**config.mk**
```make
export PLATFORM = sky130hd
export DESIGN_NAME = uart_tx
export DESIGN_NICKNAME = d
export VERILOG_FILES = /design/src/rtl/uart_tx.sv
export SDC_FILE = /design/constraint.sdc
export NUM_CORES = 1
export LEC_CHECK = 0
export BUFFER_PORTS_ARGS = -buffer_cell sky130_fd_sc_hd__clkbuf_2
export CAP_MARGIN = 40
export CORE_ASPECT_RATIO = 1.25
export CORE_MARGIN = 5
export CORE_UTILIZATION = 45
export DETAILED_ROUTE_END_ITERATION = 6
export GPL_ROUTABILITY_DRIVEN = 0
export HOLD_SLACK_MARGIN = 0.15
export PLACE_DENSITY = 0.72
export SLEW_MARGIN = 30
export SYNTH_ARGS = -nofsm -noshare
export SYNTH_HDL_FRONTEND = slang
export SYNTH_SLANG_ARGS = --single-unit
```
**constraint.sdc**
```tcl
create_clock -name clk -period 2.6 [get_ports clk]
set_input_delay 0.78 -clock clk [delete_from_list [all_inputs] [get_ports clk]]
set_output_delay 0.78 -clock clk [all_outputs]
set_load 0.02 [all_outputs]
```
**src/rtl/uart_tx.sv**
```systemverilog
// UART transmitter: start bit, 8 data bits LSB first, optional parity, one stop bit.
// Bit timing comes from an internal counter loaded with the BC-selected divisor.
module uart_tx #(
  parameter int unsigned DIV_DEF = 434,
  parameter int unsigned DIV_1   = 217,
  parameter int unsigned DIV_2   = 109,
  parameter int unsigned DIV_3   = 72,
  parameter int unsigned DIV_4   = 36,
  parameter int unsigned CNT_W   = 9
) (
  input  logic       clk,
  input  logic       rst,
  input  logic [2:0] BC,
  input  logic       PE,
  input  logic       PT,
  input  logic [7:0] Tx_data,
  input  logic       Tx_start,
  output logic       Tx,
  output logic       Tx_busy,
  output logic       Tx_done
);

  typedef enum logic [2:0] {
    S_IDLE   = 3'd0,
    S_START  = 3'd1,
    S_DATA   = 3'd2,
    S_PARITY = 3'd3,
    S_STOP   = 3'd4
  } state_t;

  function automatic logic [CNT_W-1:0] div_sel(input logic [2:0] bc);
    logic [CNT_W-1:0] d;
    case (bc)
      3'b001:  d = CNT_W'(DIV_1);
      3'b010:  d = CNT_W'(DIV_2);
      3'b011:  d = CNT_W'(DIV_3);
      3'b100:  d = CNT_W'(DIV_4);
      default: d = CNT_W'(DIV_DEF);
    endcase
    return d;
  endfunction

  // PT=1 makes the total count of ones (data plus parity) odd.
  function automatic logic parity_bit(input logic [7:0] data, input logic odd);
    return (^data) ^ odd;
  endfunction

  state_t           r_state, w_state_nx;
  logic [CNT_W-1:0] r_cnt, w_cnt_nx;
  logic [CNT_W-1:0] r_div, w_div_nx;
  logic [2:0]       r_idx, w_idx_nx;
  logic [7:0]       r_data, w_data_nx;
  logic             r_pe, w_pe_nx;
  logic             r_pt, w_pt_nx;
  logic             r_tx, w_tx_nx;
  logic             r_busy, w_busy_nx;
  logic             r_done, w_done_nx;

  logic             w_bit_end;
  logic [CNT_W-1:0] w_cnt_inc;
  logic [2:0]       w_idx_inc;

  assign w_bit_end = (r_cnt == (r_div - CNT_W'(1)));
  assign w_cnt_inc = r_cnt + CNT_W'(1);
  assign w_idx_inc = r_idx + 3'd1;

  // Next-state and next-output logic.
  always_comb begin
    w_state_nx = r_state;
    w_cnt_nx   = r_cnt;
    w_div_nx   = r_div;
    w_idx_nx   = r_idx;
    w_data_nx  = r_data;
    w_pe_nx    = r_pe;
    w_pt_nx    = r_pt;
    w_tx_nx    = r_tx;
    w_busy_nx  = r_busy;
    w_done_nx  = 1'b0;
    case (r_state)
      S_IDLE: begin
        w_tx_nx   = 1'b1;
        w_busy_nx = 1'b0;
        if (Tx_start) begin
          w_data_nx  = Tx_data;
          w_div_nx   = div_sel(BC);
          w_pe_nx    = PE;
          w_pt_nx    = PT;
          w_tx_nx    = 1'b0;
          w_busy_nx  = 1'b1;
          w_cnt_nx   = '0;
          w_idx_nx   = 3'd0;
          w_state_nx = S_START;
        end else begin
          w_cnt_nx = '0;
        end
      end
      S_START: begin
        if (w_bit_end) begin
          w_cnt_nx   = '0;
          w_idx_nx   = 3'd0;
          w_tx_nx    = r_data[0];
          w_state_nx = S_DATA;
        end else begin
          w_cnt_nx = w_cnt_inc;
        end
      end
      S_DATA: begin
        if (w_bit_end) begin
          w_cnt_nx = '0;
          if (r_idx == 3'd7) begin
            if (r_pe) begin
              w_tx_nx    = parity_bit(r_data, r_pt);
              w_state_nx = S_PARITY;
            end else begin
              w_tx_nx    = 1'b1;
              w_state_nx = S_STOP;
            end
          end else begin
            w_idx_nx = w_idx_inc;
            w_tx_nx  = r_data[w_idx_inc];
          end
        end else begin
          w_cnt_nx = w_cnt_inc;
        end
      end
      S_PARITY: begin
        if (w_bit_end) begin
          w_cnt_nx   = '0;
          w_tx_nx    = 1'b1;
          w_state_nx = S_STOP;
        end else begin
          w_cnt_nx = w_cnt_inc;
        end
      end
      S_STOP: begin
        if (w_bit_end) begin
          w_cnt_nx   = '0;
          w_idx_nx   = 3'd0;
          w_busy_nx  = 1'b0;
          w_done_nx  = 1'b1;
          w_state_nx = S_IDLE;
        end else begin
          w_cnt_nx = w_cnt_inc;
        end
      end
      default: begin
        w_cnt_nx   = '0;
        w_idx_nx   = 3'd0;
        w_tx_nx    = 1'b1;
        w_busy_nx  = 1'b0;
        w_state_nx = S_IDLE;
      end
    endcase
  end

  // State and output registers; reset aborts any frame with the line high.
  always_ff @(posedge clk or posedge rst) begin
    if (rst) begin
      r_state <= S_IDLE;
      r_cnt   <= '0;
      r_div   <= '0;
      r_idx   <= 3'd0;
      r_data  <= 8'd0;
      r_pe    <= 1'b0;
      r_pt    <= 1'b0;
      r_tx    <= 1'b1;
      r_busy  <= 1'b0;
      r_done  <= 1'b0;
    end else begin
      r_state <= w_state_nx;
      r_cnt   <= w_cnt_nx;
      r_div   <= w_div_nx;
      r_idx   <= w_idx_nx;
      r_data  <= w_data_nx;
      r_pe    <= w_pe_nx;
      r_pt    <= w_pt_nx;
      r_tx    <= w_tx_nx;
      r_busy  <= w_busy_nx;
      r_done  <= w_done_nx;
    end
  end

  assign Tx      = r_tx;
  assign Tx_busy = r_busy;
  assign Tx_done = r_done;

endmodule

```
======== After elaboration in Yosys (flattened, before gate mapping) ========
Index checks and enable logic that the tools add are counted.
word-level totals
  output and inout port bits .............. 3
  flip-flop bits (word level) ............. 37
  bits of input ports ..................... 16
cells by class
  reductions and logical operators ........ 10
  bitwise operators ....................... 4
  muxes and demuxes ....................... 29
  magnitude comparators ................... 1
  equal/unequal tests ..................... 18
  add/subtract/negate cells ............... 3
operators with widths
  operator                                            count
  case mux 9 bit (4 select lines)                     1
  2-to-1 mux 3 bit                                    10
  2-to-1 mux 9 bit                                    2
  case mux 3 bit (5 select lines)                     1
  != test 2 bit, second input constant                7
  == test 3 x 2 -> 1 bit, second input constant       4
  case mux 3 bit (4 select lines)                     1
  2-to-1 mux 1 bit                                    11
  adder 9 x 1 -> 9 bit, second input constant         1
  == test 3 bit, second input constant                3
  == test 9 bit                                       1
  subtractor 9 x 1 -> 9 bit, second input constant    1
  parity 8 bit                                        1
  == test 3 x 1 -> 1 bit, second input constant       2
  AND reduction 6 bit                                 1
  case mux 1 bit (5 select lines)                     1
  AND reduction 5 bit                                 1
  < comparator 3 x 4 -> 1 bit, second input constant  1
  AND reduction 2 bit                                 2
  AND reduction 4 bit                                 1
  OR reduction 4 bit                                  1
  adder 3 x 1 -> 3 bit, second input constant         1
  binary-select mux 1 bit (select 3 bit)              1
  logical NOT 3 bit                                   1
  other kinds (6)                                     8

======== Depth between registers and ports, before layout ========
  depth after elaboration ................. 6
  mapped depth ............................ 9
  gate-level depth less buffers ........... 8

======== Least setup slack after synthesis ========
OpenSTA, ideal clock, no wires.
  kind .................................... reg2reg
  from .................................... register r_div[0]
  to ...................................... register r_idx[0]
  arrival ................................. 2.225 ns
  stages on the path, launching flop included .. 9
  clock period less this slack ............ 2.352 ns
  setup slack ............................. 0.248 ns
  cells stage by stage .................... dfrtp_1 > inv_1 > ha_1 > nor4b_2 > or3_4 > a2111oi_4 > nand4_1 > a2bb2oi_2 > mux2_1
between the ends
  cells in the longest elaborated chain, start to end .. 4
  elaborated cells on any way between the ends .. 5
  classes of those cells .................. 1 x add/sub; 3 x eq/ne; 1 x reduce/logical
ends and longest elaborated chain
  element                                                                          line  source
  start: declaration                                                               50    logic [CNT_W-1:0] r_div, w_div_nx;
  start signal: assignment                                                         172   r_div <= w_div_nx;
  subtractor 9 x 1 -> 9 bit *                                                      63    assign w_bit_end = (r_cnt == (r_div - CNT_W'(1)));
  == test 9 bit *                                                                  63
  != test 2 x 1 -> 1 bit (no source line) / != test 2 bit (equally long branches)  --
  AND reduction 5 bit (no source line) *                                           --
  end signal: assignment                                                           173   r_idx <= w_idx_nx;
  end: declaration                                                                 51    logic [2:0] r_idx, w_idx_nx;
Every way passes the cells marked *; elsewhere a longest branch is shown, timed or not.
A chain may end at the register's enable or synchronous reset.

======== Final worst setup path ========
  from .................................... register r_div[0]
  to ...................................... register r_idx[1]
The elaborated chain is that of the path after synthesis.

==> impl_metrics.csv <==
group,metric,value,unit
sta,skew,8.13,ps
run_status,status,"completed",
setup_path,path_class,"flop to flop",
logic_synthesis,ys_types,46,
layout,fin_nets,247,
setup_path,reg2reg_from,"r_div[0]$_DFFE_PP0P_",
power,p_clk_frac,0.153,
global_routing,grt_pass1_vias,1427,
routing,wl_per_cell,13.1,um
logic_synthesis,netlist_instances,207,
routing,dr.pass1.iters,4,
logic_synthesis,ys.flop_type,"dfrtp_1",
global_routing,grt_pass1_wl,6500,um
setup_path,worstReg2RegEnd,"r_idx[1]$_DFFE_PP0P_",
power,seqPwrFrac,0.404,
logic_synthesis,synth_top_family_by_area,"simple AND/OR/NAND/NOR gates",
sta,finalHoldViolCount,0,
clock_tree,clk_path_buf_depth,2,
setup_path,start_kind,"flop",
logic_synthesis,synthMuxAreaShare,0.0404,
floorplanning,die_w,68.9,um
setup_path,critPathLaunch,"r_div[0]$_DFFE_PP0P_",
sta,finalSetupViolations,0,
floorplanning,die_height,83.6,um
clock_tree,cts_buffers,5,
logic_synthesis,yosysSeqAreaShare,0.437,
routing,ant_nets,0,
sta,slew_headroom,0.645,
clock_tree,htree_levels,2,
sta,timing.hold.ws,502,ps
power,power_switching,984,uW
logic_synthesis,synth-seq-cells,34,
setup_path,crit_path_end,"r_idx[1]$_DFFE_PP0P_",
setup_path,reg2regPathDepth,8,
floorplanning,initial_core_util,0.472,
sta,finalCritPeriodShare,0.934,
sta,drv_slew,0,
power,ir_drop,0.703,mV
sta,max_freq,412,MHz
floorplanning,dieArea,5760,sq um
power,p_sw_frac,0.392,
floorplanning,num_rows,26,
layout,antennaDiodeCount,0,
sta,tns,0,ps
logic_synthesis,syn_nets,227,
layout,drive_gt1_frac,0.177,
power,pwr-share-comb,0.443,
routing,vias,1472,
logic_synthesis,yosysWarnings,0,
logic_synthesis,synthAdderAreaFrac,0.0257,
power,p_total,2510,uW
routing,drtIter0Drc,39,
power,leakagePower,0.00101,uW
logic_synthesis,synthXorXnorAreaFrac,0.126,
layout,syn_to_final_growth,12.4,%
worst_hold_path,hold_path_class,"flop to flop",
sta,worst_pin_slew,532,ps
logic_synthesis,avgSynthCellArea,9.42,sq um
global_routing,antenna_found_initial,0,
clock_tree,clock_latency,280,ps
sta,fin_crit,2430,ps
logic_synthesis,syn_area,1950,sq um
floorplanning,design.core.area,4130,sq um
power,power.density,1140,nW/um^2
layout,fillers,398,
global_routing,grt_usage,0.146,
routing,viasPerCell,5.22,
clock_tree,cts_sinks,34,
routing,drc,0,
power,intPower,1520,uW
clock_tree,clk_pin_slew,60,ps
logic_synthesis,synth_compound_area_frac,0.119,
floorplanning,io_pins,19,
setup_path,crit_required,2760,ps
sta,rsz0062_at_grt,"no",
setup_path,reg2reg_slack,170,ps
setup_path,arrival,2590,ps
setup_path,worstSetupEndpointType,"flop",
flow_run,drv_cap,0,
routing,postRouteWirelength,3690,um
placement,io_buffer_count,18,
setup_path,cp_max_fo,5,
global_routing,grt_start_max_net_pins,35,
global_routing,grt_overflow,0,
logic_synthesis,synthSimpleGateAreaFrac,0.218,
clock_tree,cts_tree,"done",
logic_synthesis,async_flop_share,1.00,
logic_synthesis,synth_edf_count,0,
placement,dp_hpwl,2720,um
clock_tree,root_buffer,"clkbuf_8",
[layout by cell type (no fill, tap or decap), types with 3 or more instances in the layout]
master    Yosys  layout
inv_1         7       7
nand4_1       3       3
dfrtp_1      33      33
nand2_1      42      42
xnor2_1      19      19
buf_4         1       4
a21oi_1       4       4
mux2_1        3       3
clkbuf_2      1      18
clkbuf_8      0       6
ha_1          4       3
nor2_1       24      24
nor2b_1       4       4
xor2_1        9       9
nand3_1       4       4
o21ai_0       5       5
[stage by stage]
stage / util / instance area [sq um] / cells / setup slack [ps]
after floorplan: - / 1950 / 207 / 248
after global routing: 0.530 / 2190 / 282 / 29.6
after global placement: 0.508 / 2100 / 275 / 179
final: 0.530 / 2190 / 282 / 172
after detailed placement: 0.508 / 2100 / 275 / 131
after CTS: 0.528 / 2180 / 281 / 122
[worst max-delay path, cell delays in order (launching register included)]
cell	delay, ps
dfrtp_1	370
inv_1	70
ha_2	200
nor4b_2	170
or3_4	350
a2111oi_4	350
nand4_1	190
a2bb2oi_2	260
mux2_1	350
[per-layer routing]
metal | GRT usage | vias up | routed length (um)
met5 | 0 | - | 0
met4 | 0.0585 | 0 | 91
met3 | 0.0377 | 11 | 168
met2 | 0.217 | 26 | 1750
met1 | 0.198 | 685 | 1680
li1 | - | 750 | -
[layout make-up]
type,count,area (sq um),area share
clock buffer,6,82.6,0.0377
inverter,7,26.3,0.0120
multi-input combinational,157,1040,0.475
sequential,34,852,0.389
tap,56,70.1,0.0320
timing repair buffer,22,120,0.0548
[synth_stat cells (all sizes together), types with 2 or more instances]
cell / instances / area share
xnor2: 19 / 0.085
ha: 4 / 0.026
dfrtp: 33 / 0.42
buf: 2 / 0.0064
a21oi: 4 / 0.010
a31oi: 2 / 0.0064
inv: 7 / 0.013
o21a: 2 / 0.0077
nand4: 3 / 0.0096
clkbuf: 7 / 0.014
o21ai: 6 / 0.015
and3: 2 / 0.0064
nor2: 24 / 0.046
a211oi: 2 / 0.0077
xor2: 9 / 0.040
nor2b: 4 / 0.013
and4: 2 / 0.0090
nor3: 2 / 0.0051
o31ai: 2 / 0.0077
nand2: 42 / 0.081
mux2: 3 / 0.017
mux4: 2 / 0.023
nand3: 4 / 0.010
or3: 2 / 0.0090
[worst min-delay path by stage]
stage / cells after the start / endpoint / startpoint / slack, ps
floorplan: 1 / r_idx[1]$_DFFE_PP0P_ / r_idx[1]$_DFFE_PP0P_ / 460
global placement: 1 / r_idx[2]$_DFFE_PP0P_ / r_idx[2]$_DFFE_PP0P_ / 480
detailed placement: 1 / r_idx[2]$_DFFE_PP0P_ / r_idx[2]$_DFFE_PP0P_ / 480
CTS: 1 / r_idx[2]$_DFFE_PP0P_ / r_idx[2]$_DFFE_PP0P_ / 510
global route: 1 / Tx$_DFFE_PP1P_ / Tx$_DFFE_PP1P_ / 530
finish: 1 / r_idx[2]$_DFFE_PP0P_ / r_idx[2]$_DFFE_PP0P_ / 500
[registers in the layout (all words and copies together), names as in the netlist]
register  count
r_state       3
Tx            1
r_pt          1
r_div         6
Tx_busy       1
r_idx         3
r_pe          1
r_data        8
Tx_done       1
r_cnt         9
[power by group through the flow]
stage          Combinational, uW  Sequential, uW  Clock [uW]
6_report                    1110            1010         384
5_1_grt                     1240            1050         416
4_1_cts                     1110            1010         394
3_5_place_dp                1100            1020           0
3_3_place_gp                1080            1010           0
2_1_floorplan               1010             907           0
[what timing repair did]
item / 4_1_cts / 5_1_grt
hold buffers: 0 / 0
setup endpoints to repair: 0 / 2
setup buffers: 0 / 1
gates resized for setup: 0 / 2
[cells by family after synthesis]
family                     after synthesis
and+or+nand+nor                         91
DFF                                     34
AOI/OAI and AO/OA                       29
xor gates and xnor gates                28
buffers and inverters                   16
muxes                                    5
adders and majority gates                4
Note: power is estimated with default switching activity, not from simulation.
